## src/rtl/mem_stage_pkg.sv

```systemverilog
// Shared definitions for the MEM stage: bit positions inside the EXE->MEM
// memory-control bundle, bundle widths, and field positions used to build
// the forwarding bus.
package mem_stage_pkg;

  // exe_mem_all bit positions: {mem_we, ld_b, ld_h, ld_w, ld_se, st_b, st_h, st_w}
  localparam int MA_W     = 8;
  localparam int MA_WE    = 7;
  localparam int MA_LD_B  = 6;
  localparam int MA_LD_H  = 5;
  localparam int MA_LD_W  = 4;
  localparam int MA_LD_SE = 3;
  localparam int MA_ST_B  = 2;
  localparam int MA_ST_H  = 1;
  localparam int MA_ST_W  = 0;

  // Bundle widths
  localparam int RF_W  = 6;
  localparam int CSR_W = 79;
  localparam int EXC_W = 2;
  localparam int FWD_W = 53;

  // Exception bundle bit positions
  localparam int EXC_SYSCALL = 1;
  localparam int EXC_ERTN    = 0;

  // CSR bundle: {csr_rd, csr_wr, csr_wr_num[13:0], ...}
  localparam int CSR_RD_BIT = 78;
  localparam int CSR_WR_BIT = 77;
  localparam int CSR_NUM_HI = 76;
  localparam int CSR_NUM_LO = 63;

endpackage

```

## src/rtl/mem_load_align.sv

```systemverilog
// Load data alignment and extension.
// Ports:
//   rdata_i  : raw 32-bit word returned by the data SRAM
//   addr_i   : low two bits of the load address
//   ld_b_i   : byte load
//   ld_h_i   : halfword load
//   ld_w_i   : word load
//   ld_se_i  : sign-extend (otherwise zero-extend)
//   value_o  : aligned, extended 32-bit load value
module mem_load_align (
  input  logic [31:0] rdata_i,
  input  logic [1:0]  addr_i,
  input  logic        ld_b_i,
  input  logic        ld_h_i,
  input  logic        ld_w_i,
  input  logic        ld_se_i,
  output logic [31:0] value_o
);

  logic [7:0]  sel_byte;
  logic [15:0] sel_half;

  always_comb begin
    sel_byte = rdata_i[7:0];
    case (addr_i)
      2'd0:    sel_byte = rdata_i[7:0];
      2'd1:    sel_byte = rdata_i[15:8];
      2'd2:    sel_byte = rdata_i[23:16];
      default: sel_byte = rdata_i[31:24];
    endcase
    sel_half = addr_i[1] ? rdata_i[31:16] : rdata_i[15:0];
  end

  always_comb begin
    value_o = rdata_i;
    if (ld_b_i) begin
      value_o = {{24{ld_se_i & sel_byte[7]}}, sel_byte};
    end else if (ld_h_i) begin
      value_o = {{16{ld_se_i & sel_half[15]}}, sel_half};
    end else if (ld_w_i) begin
      value_o = rdata_i;
    end
  end

endmodule

```

## src/rtl/mem_stage.sv

```systemverilog
// MEM stage of the 5-stage LoongArch pipeline.
// Issues the data-SRAM request on the EXE->MEM handoff cycle, holds the EXE
// payload, aligns/extends returned load data, drives the MEM forwarding bus
// and hands result, CSR and exception bundles to WB.
// Ports:
//   clk, resetn              : clock, synchronous active-low reset
//   exe_to_mem_valid/mem_allowin : EXE->MEM handshake
//   exe_*                    : EXE payload (pc, result/address, load flag,
//                              memory control, store data, rf/csr/exc bundles)
//   wb_exc_pending           : WB holds a syscall/ertn, suppress memory access
//   cancel_exc_ertn          : pipeline flush
//   wb_allowin/mem_to_wb_valid : MEM->WB handshake
//   mem_*                    : latched payload / final result to WB
//   mem_fwd_all              : {csr_wr, csr_wr_num, rf_we, rf_waddr, mem_result}
//   data_sram_*              : synchronous data SRAM interface
module mem_stage
  import mem_stage_pkg::*;
(
  input  logic               clk,
  input  logic               resetn,
  input  logic               exe_to_mem_valid,
  output logic               mem_allowin,
  input  logic [31:0]        exe_pc,
  input  logic [31:0]        exe_result,
  input  logic               exe_res_from_mem,
  input  logic [MA_W-1:0]    exe_mem_all,
  input  logic [31:0]        exe_rkd_value,
  input  logic [RF_W-1:0]    exe_rf_all,
  input  logic [CSR_W-1:0]   exe_csr_rf,
  input  logic [EXC_W-1:0]   exe_exc_rf,
  input  logic               wb_exc_pending,
  input  logic               cancel_exc_ertn,
  input  logic               wb_allowin,
  output logic               mem_to_wb_valid,
  output logic [31:0]        mem_pc,
  output logic [31:0]        mem_result,
  output logic [RF_W-1:0]    mem_rf_all,
  output logic [CSR_W-1:0]   mem_csr_rf,
  output logic [EXC_W-1:0]   mem_exc_rf,
  output logic [FWD_W-1:0]   mem_fwd_all,
  output logic               data_sram_en,
  output logic [3:0]         data_sram_we,
  output logic [31:0]        data_sram_addr,
  output logic [31:0]        data_sram_wdata,
  input  logic [31:0]        data_sram_rdata
);

  logic             mem_valid_q, mem_valid_d;
  logic             rdata_vld_q;
  logic [31:0]      rdata_hold_q;
  logic [31:0]      pc_q;
  logic [31:0]      result_q;
  logic             res_from_mem_q;
  logic [3:0]       ld_q;            // {ld_b, ld_h, ld_w, ld_se}
  logic [RF_W-1:0]  rf_all_q;
  logic [CSR_W-1:0] csr_rf_q;
  logic [EXC_W-1:0] exc_rf_q;

  logic        load_en;
  logic        go;
  logic        kill;
  logic        exe_mem_we;
  logic [3:0]  st_we;
  logic [31:0] st_wdata;
  logic [31:0] load_rdata;
  logic [31:0] load_value;

  // ready_go is always 1: the SRAM answers in exactly one cycle
  assign mem_allowin     = ~mem_valid_q | wb_allowin | cancel_exc_ertn;
  assign mem_to_wb_valid = mem_valid_q;
  assign load_en         = exe_to_mem_valid & mem_allowin;

  always_comb begin
    mem_valid_d = mem_valid_q;
    if (cancel_exc_ertn) begin
      mem_valid_d = 1'b0;
    end else if (mem_allowin) begin
      mem_valid_d = exe_to_mem_valid;
    end
  end

  // Request qualification: any exception in flight (EXE, MEM or WB) suppresses
  // the access so a store behind a syscall/ertn never reaches memory.
  assign exe_mem_we = exe_mem_all[MA_WE];
  assign go         = exe_to_mem_valid & mem_allowin & ~cancel_exc_ertn;
  assign kill       = (|exe_exc_rf) | (mem_valid_q & (|exc_rf_q)) | wb_exc_pending;

  always_comb begin
    st_we    = 4'b0000;
    st_wdata = exe_rkd_value;
    if (exe_mem_all[MA_ST_B]) begin
      st_we    = 4'b0001 << exe_result[1:0];
      st_wdata = {4{exe_rkd_value[7:0]}};
    end else if (exe_mem_all[MA_ST_H]) begin
      st_we    = exe_result[1] ? 4'b1100 : 4'b0011;
      st_wdata = {2{exe_rkd_value[15:0]}};
    end else if (exe_mem_all[MA_ST_W]) begin
      st_we    = 4'b1111;
      st_wdata = exe_rkd_value;
    end
  end

  assign data_sram_en    = go & ~kill & (exe_res_from_mem | exe_mem_we);
  assign data_sram_we    = (data_sram_en & exe_mem_we) ? st_we : 4'b0000;
  assign data_sram_addr  = exe_result;
  assign data_sram_wdata = st_wdata;

  // ---- EXE -> MEM pipeline register ----
  always_ff @(posedge clk) begin
    if (!resetn) begin
      mem_valid_q    <= 1'b0;
      rdata_vld_q    <= 1'b0;
      pc_q           <= '0;
      result_q       <= '0;
      res_from_mem_q <= 1'b0;
      ld_q           <= '0;
      rf_all_q       <= '0;
      csr_rf_q       <= '0;
      exc_rf_q       <= '0;
    end else begin
      mem_valid_q <= mem_valid_d;
      // SRAM data is only live in the cycle right after the request
      rdata_vld_q <= data_sram_en;
      if (load_en) begin
        pc_q           <= exe_pc;
        result_q       <= exe_result;
        res_from_mem_q <= exe_res_from_mem;
        ld_q           <= {exe_mem_all[MA_LD_B], exe_mem_all[MA_LD_H],
                           exe_mem_all[MA_LD_W], exe_mem_all[MA_LD_SE]};
        rf_all_q       <= exe_rf_all;
        csr_rf_q       <= exe_csr_rf;
        exc_rf_q       <= exe_exc_rf;
      end
    end
  end

  // Capture the SRAM word on the first MEM cycle so a WB stall sees stable
  // load data even though the SRAM output may change afterwards.
  always_ff @(posedge clk) begin
    if (rdata_vld_q) begin
      rdata_hold_q <= data_sram_rdata;
    end
  end

  assign load_rdata = rdata_vld_q ? data_sram_rdata : rdata_hold_q;

  mem_load_align u_load_align (
    .rdata_i (load_rdata),
    .addr_i  (result_q[1:0]),
    .ld_b_i  (ld_q[3]),
    .ld_h_i  (ld_q[2]),
    .ld_w_i  (ld_q[1]),
    .ld_se_i (ld_q[0]),
    .value_o (load_value)
  );

  assign mem_result = res_from_mem_q ? load_value : result_q;
  assign mem_pc     = pc_q;
  assign mem_rf_all = rf_all_q;
  assign mem_csr_rf = csr_rf_q;
  assign mem_exc_rf = exc_rf_q;

  // Write enables are gated by valid so a bubble never forwards
  assign mem_fwd_all = {csr_rf_q[CSR_WR_BIT] & mem_valid_q,
                        csr_rf_q[CSR_NUM_HI:CSR_NUM_LO],
                        rf_all_q[RF_W-1] & mem_valid_q,
                        rf_all_q[RF_W-2:0],
                        mem_result};

endmodule

```

## config.mk

```make
export PLATFORM = sky130hd
export DESIGN_NAME = mem_stage
export DESIGN_NICKNAME = d
export VERILOG_FILES = /design/src/rtl/mem_stage_pkg.sv /design/src/rtl/mem_load_align.sv /design/src/rtl/mem_stage.sv
export SDC_FILE = /design/constraint.sdc
export NUM_CORES = 1
export LEC_CHECK = 0
export ABC_AREA = 1
export BUFFER_PORTS_ARGS = -buffer_cell sky130_fd_sc_hd__buf_4
export CAP_MARGIN = 25
export CORE_AREA = 2 2 195 197
export CTS_BUF_LIST = sky130_fd_sc_hd__clkbuf_8
export DETAILED_ROUTE_END_ITERATION = 8
export DIE_AREA = 0 0 197 199
export GPL_TIMING_DRIVEN = 1
export SYNTH_ARGS = -nofsm -noshare
export SYNTH_HDL_FRONTEND = slang
export SYNTH_SLANG_ARGS = --single-unit
```

## constraint.sdc

```tcl
create_clock -name clk -period 1.4 [get_ports clk]
set_input_delay 0 -clock clk [delete_from_list [all_inputs] [get_ports clk]]
set_output_delay 0 -clock clk [all_outputs]
set_load 0.1 [all_outputs]
```

Word-level counts from Yosys, hierarchy flattened
Cells that the tools add are included.
Operators by class
  equality and inequality tests: 2
  shift operators: 1
  mux-type cells: 13
  bitwise gates (word level): 19
  reduce and logical (&&, ||, !) cells: 4
Operators by type and width (number)
  2-to-1 mux 32 bit: 6
  one-hot mux 8 bit (3 select lines): 1
  2-to-1 mux 4 bit: 5
  2-to-1 mux 16 bit: 1
  AND 1 bit: 10
  OR reduction 2 bit: 3
  bitwise OR 1 bit: 5
  inverter 1 bit: 4
  << shifter 1 x 2 -> 4 bit, first input constant: 1
  == test 2 x 1 -> 1 bit, second input constant: 1
  == test 2 bit, second input constant: 1
  zero test 2 bit: 1
Storage, ports and cells
  flip-flop bits (word level): 190
  output and inout bits: 275
  logic and storage cells: 49

Logic depth before layout (Yosys ltp)
  word-level depth: 9
  gate-level depth with buffers: 13

Cells and area by module
A second synthesis with hierarchy kept.
Unflattened totals
  cell total of the unflattened synthesis: 1174
  area total of the unflattened synthesis: 9292.7 µm²
Modules (own cells, without submodules)
  mem_stage: instances 1, cells an instance 977, area an instance 8400.6 µm², sequential area each 3803.6 µm²
  mem_load_align: instances 1, cells an instance 197, area an instance 892.1 µm², sequential area each 0.0 µm²

Least setup slack after synthesis
Ideal clock, no wire load.
  kind: reg2out
  from: reg mem_valid_q, in the netlist mem_to_wb_valid
  to: out data_sram_we[0]
  data arrival time: 4.131 ns
  required time: 1.400 ns
  setup slack: -2.731 ns
  cell stages (with the launch flop): 10
  path buffers: 0
  path through: dfxtp_1 -> inv_2 -> nor2_1 -> nand2_1 -> nand2_2 -> nor2_1 -> nand2_1 -> inv_1 -> nand2_1 -> nor2_1
Between the ends
  longest elaborated chain between the ends: 9
  elaborated cells on any way between the ends: 13
RTL lines
  from (decl): line mem_stage.sv:48  | logic mem_valid_q, mem_valid_d;
  from (signal assigned): line mem_stage.sv:121  | mem_valid_q <= mem_valid_d;
  inverter 1 bit: line mem_stage.sv:69  | assign mem_allowin = ~mem_valid_q | wb_allowin | cancel_exc_ertn;
  bitwise OR 1 bit (2 in a row): line mem_stage.sv:69
  net mem_allowin: line mem_stage.sv:22  | output logic mem_allowin,
  AND 1 bit (2 in a row): line mem_stage.sv:85  | assign go = exe_to_mem_valid & mem_allowin & ~cancel_exc_ertn;
  AND 1 bit (2 in a row): line mem_stage.sv:103  | assign data_sram_en = go & ~kill & (exe_res_from_mem | exe_mem_we);
  net data_sram_en: line mem_stage.sv:41  | output logic data_sram_en,
  AND 1 bit: line mem_stage.sv:104  | assign data_sram_we = (data_sram_en & exe_mem_we) ? st_we : 4'b0000;
  2-to-1 mux 4 bit: line mem_stage.sv:104
  to (decl): line mem_stage.sv:42  | output logic [3:0] data_sram_we,
The timed path passes the listed nets, and every way through them passes these cells.

Worst setup path after layout
  from: reg rdata_vld_q
  to: out mem_fwd_all[15]
Between the ends
  longest elaborated chain between the ends: 5
  elaborated cells on any way between the ends: 7
RTL lines
  from (decl): line mem_stage.sv:49  | logic rdata_vld_q;
  from (signal assigned): line mem_stage.sv:123  | rdata_vld_q <= data_sram_en;
  2-to-1 mux 32 bit (*)
  net load_rdata[15]: line mem_stage.sv:65  | logic [31:0] load_rdata;
  one-hot mux 8 bit (3 select lines) / 2-to-1 mux 16 bit (equally long branches): line mem_load_align.sv:25, mem_load_align.sv:31
  AND 1 bit / 2-to-1 mux 32 bit (equally long branches): line mem_load_align.sv:37, mem_load_align.sv:38
  2-to-1 mux 32 bit (*): line mem_load_align.sv:36  | if (ld_b_i) begin
  2-to-1 mux 32 bit (*): line mem_stage.sv:157  | assign mem_result = res_from_mem_q ? load_value : result_q;
  to (decl): line mem_stage.sv:40  | output logic [FWD_W-1:0] mem_fwd_all,
The timed path passes the listed nets; every way through them passes the cells marked *.

==> reports/summary.log <==
qor: critical_path.worst-path-max-fanout 7
qor: timing.worst_slew_pin_slew 589.1 ps
qor: critical_path.timing.critical_path.cells inv_8 > nand2_4 > nand2_4 > nand2_2 > nand2_2 > inv_2 > nand2_4 > nand3_4 > buf_6 > buf_8 > a21oi_4 > buf_12
qor: finish.flow.area_growth_from_synthesis 121.3%
qor: critical_path.r2r_slack -210 ps
qor: die.core_area 0.03713 mm²
qor: die.ios 505
qor: critical_path.setup.worst_path.class flop to output pin
qor: synth.synth.lib_cells_used.distinct 27
qor: clock_network.ctsHtreeMaxLevel 4
qor: clock_network.tritoncts.num_buffers 17
qor: drt.finalWirelength 48,080 µm
qor: place.place.detailed.hpwl 29,750 µm
qor: grt.grt_max_degree 39
qor: die.placementRows 71
qor: synth.synth-seq-cells 189
qor: synth.seq_area_frac_synth 42.88%
qor: timing.post-route-period-util 157.3%
qor: synth.post_synth.cell_area_avg 6.889 µm²
qor: drt.dr_total_vias 11,270
qor: critical_path.timing.critical_path.max_delay_family buffers and inverters
qor: clock_network.postCtsHoldBufs 160
qor: timing.finalMaxSlewViolations 0
qor: grt.grt_antenna_before_repair 1
qor: grt.first_global_vias 11,110
qor: clock_network.clock_path_buffers 2
qor: place.finalWeightedCongestion 0.8901
qor: critical_path.worst_setup_path_endpoint mem_fwd_all[15]
qor: place.port-buffer-count 503
qor: critical_path.r2r-start mem_to_wb_valid
qor: timing.clock.fmax 454.2 MHz
qor: critical_path.worst-path-stages 12
qor: die.width_of_the_die 197 µm
qor: timing.clock-skew-final 14.71 ps
qor: critical_path.r2r_end mem_csr_rf[6]
qor: synth.postSynth.asyncResetShare 0%
qor: grt.globalRouteOverflowTotal 0
qor: run.cap_viol_max_count 0
qor: clock_network.clock_tree_from_tritoncts built
qor: outcome.outcome complete, but fails checks
qor: clock_network.clock_sink_count 189
qor: finish.final_cell_count_no_fill 2,438
qor: critical_path.length_in_cells_of_the_worst_reg_to_reg_path 11
qor: timing.setup_violations 230
qor: drt.drt_pass1_iterations 5
qor: power.pwr_density_cell 1124 mW/mm²
qor: grt.grt_first_pass_wirelength 64,330 µm
qor: synth.netlist_area 0.008825 mm²
qor: critical_path.critical-path-top-cell-by-count nand2_4
qor: finish.final_cell_area 0.01953 mm²
qor: finish.final_nets 2,180
qor: clock_network.clock_tree.root_cell clkbuf_8
qor: drt.ant_nets 0
qor: die.die_height 199 µm
qor: synth.synthesis.instances 1,281
qor: power.ir_worst_vdd 0.8654 mV
qor: synth.synth_enable_flop_cells 0
qor: finish.drive_above_1_share 54.05%
qor: critical_path.critical_path.slowest_cell dfxtp_4
qor: power.static-leakage-power 8.972 nW
qor: clock_network.clk_latency 510 ps
qor: synth.ys_dominant_reg_cell dfxtp_1
qor: finish.postLayoutCoreUtil 52.59%
qor: critical_path.cp.required 1400 ps
qor: worst_hold_path.hold_path_class primary input to flop
qor: power.report.power.total 0.02194 W
qor: die.fp.dieArea 0.03920 mm²
qor: timing.final-hold-violation-count 31
qor: timing.worst_slew_margin_rel 60.73%
qor: critical_path.critPathBufInv 5
qor: place.postPlaceCellArea 0.01398 mm²
qor: outcome.violations negative hold slack, negative setup slack
qor: drt.routed_wire_length_per_instance 19.72 µm
qor: die.start_util 23.77%
qor: synth.synthesized_netlist_net_count 1,511
qor: critical_path.setup.worst_path.start rdata_vld_q
qor: place.place.detailed.instances 2,175
qor: critical_path.worst_path_largest_cell_delay 410 ps
qor: drt.drc 0
qor: timing.finalHoldWorstSlack -256.9 ps
qor: drt.vias_per_cell 4.624
qor: timing.final.setup.worst_slack -801.6 ps
qor: timing.fin_crit 2202 ps
qor: clock_network.path_clk_slew 110 ps
qor: critical_path.worst_ep_arrival_time 2200 ps
qor: critical_path.worstSetupEndpointType output pin
qor: grt.grt_use_total 21.66%
qor: drt.initialDrtViolationCount 460
qor: timing.grt_setup_unrepaired true
qor: critical_path.critPathLaunchType flop
qor: synth.yosys_warnings 0
qor: place.pre_cts_ws -374.7 ps
synth_stat cells (2+ instances only):
library cell	count	area, µm²
nor2_1	340	1276
nand2_1	265	994.7
dfxtp_1	189	3784
o21ai_0	187	935.9
buf_4	97	728.2
clkbuf_1	36	135.1
buf_2	30	150.1
inv_1	25	93.84
a21oi_1	19	95.09
nand2_2	16	100.1
nand3_1	15	75.07
o21ai_1	15	75.07
mux2_2	8	90.09
inv_2	7	26.28
o211ai_1	7	52.55
buf_6	5	56.30
nand4_1	5	31.28
nand2_4	3	33.78
nor2_2	3	18.77
a31oi_1	2	12.51
power by group:
group	total, W	internal, W	switching [W]
logic	0.0116	0.00389	0.00775
clock network	0.00394	0.00156	0.00238
registers	0.00635	0.00594	0.000413
total	0.0219	0.0114	0.0105
per-layer routing:
metal | part of all wire (%) | up-vias | track usage [%]
met3 | 5.3 | 90 | 4.815
met5 | 0 | - | 0
met1 | 39 | 5408 | 24.37
li1 | - | 5331 | -
met2 | 53 | 445 | 39.88
met4 | 3.1 | 0 | 8.020
layout by cell type (no fill, tap or decap), types with 18 or more instances in the layout:
cell and n:
dfxtp_1 180, nand2_1 161, nand2_8 27, nand2_2 41, nor2_1 213, dlygate4sd3_1 160, o21ai_2 60, clkbuf_8 18
nor2_2 43, nand2_4 56, buf_16 18, buf_12 101, buf_4 493, inv_1 21, o21ai_0 64, o21ai_1 66
nor2_4 88
stage by stage:
step	hold slack, ps	TNS [ps]
3_3_place_gp	174.4	-19860
6_report	-256.9	-69320
2_1_floorplan	68.72	-48750
5_1_grt	-286.0	-85040
4_1_cts	-300.8	-58860
3_5_place_dp	173.7	-22500
registers in the layout, summed over array words and instances (netlist names):
signal and cells:
mem_csr_rf 79, rdata_hold_q 32, ld_q 3, result_q 32, mem_rf_all 6, rdata_vld_q 1, mem_exc_rf 2, res_from_mem_q 1
mem_to_wb_valid 1, mem_pc 32
tightest hold or removal path: stages:
cell and delay (ps):
buf_4 80, nand2_1 40, nand2_1 90
worst min-delay path by stage:
stage	startpoint	endpoint	slack [ps]	cells after the start
after floorplan	cancel_exc_ertn	mem_to_wb_valid	70	1
after global placement	cancel_exc_ertn	mem_to_wb_valid	170	2
after detailed placement	cancel_exc_ertn	mem_to_wb_valid	170	2
after CTS	data_sram_rdata[0]	rdata_hold_q[0]	-300	3
after global routing	data_sram_rdata[0]	rdata_hold_q[0]	-290	3
final	data_sram_rdata[0]	rdata_hold_q[0]	-260	3
what timing repair did:
action | CTS | global route
cloned | 20 | 19
setup endpoints to repair | 194 | 231
setup buffers | 20 | 19
resized for setup | 396 | 318
pin swaps | 38 | 33
hold endpoints to repair | 189 | 31
final cells by class:
type,instances,area [µm²]
Fill cell,3169,17610
Timing Repair Buffer,813,8531
Multi-Input combinational cell,892,5944
Sequential cell,189,3805
Tap cell,474,593.1
Clock buffer,18,247.7
Inverter,33,171.4
Clock inverter,14,168.9
Timing Repair inverter,4,63.81
Antenna cell,1,2.502
logic make-up (layout without fill, tap and decap cells):
logic type | count (synthesis) | in the layout | synth area share [%]
flip-flops | 189 | 189 | 42.88
other | 0 | 1 | 0
buffers and inverters | 201 | 882 | 13.54
multiplexers | 8 | 8 | 1.021
AO/OA/AOI/OAI | 232 | 232 | 13.44
AND/OR/NAND/NOR | 651 | 652 | 29.12
Power figures use the tool's default switching activity.
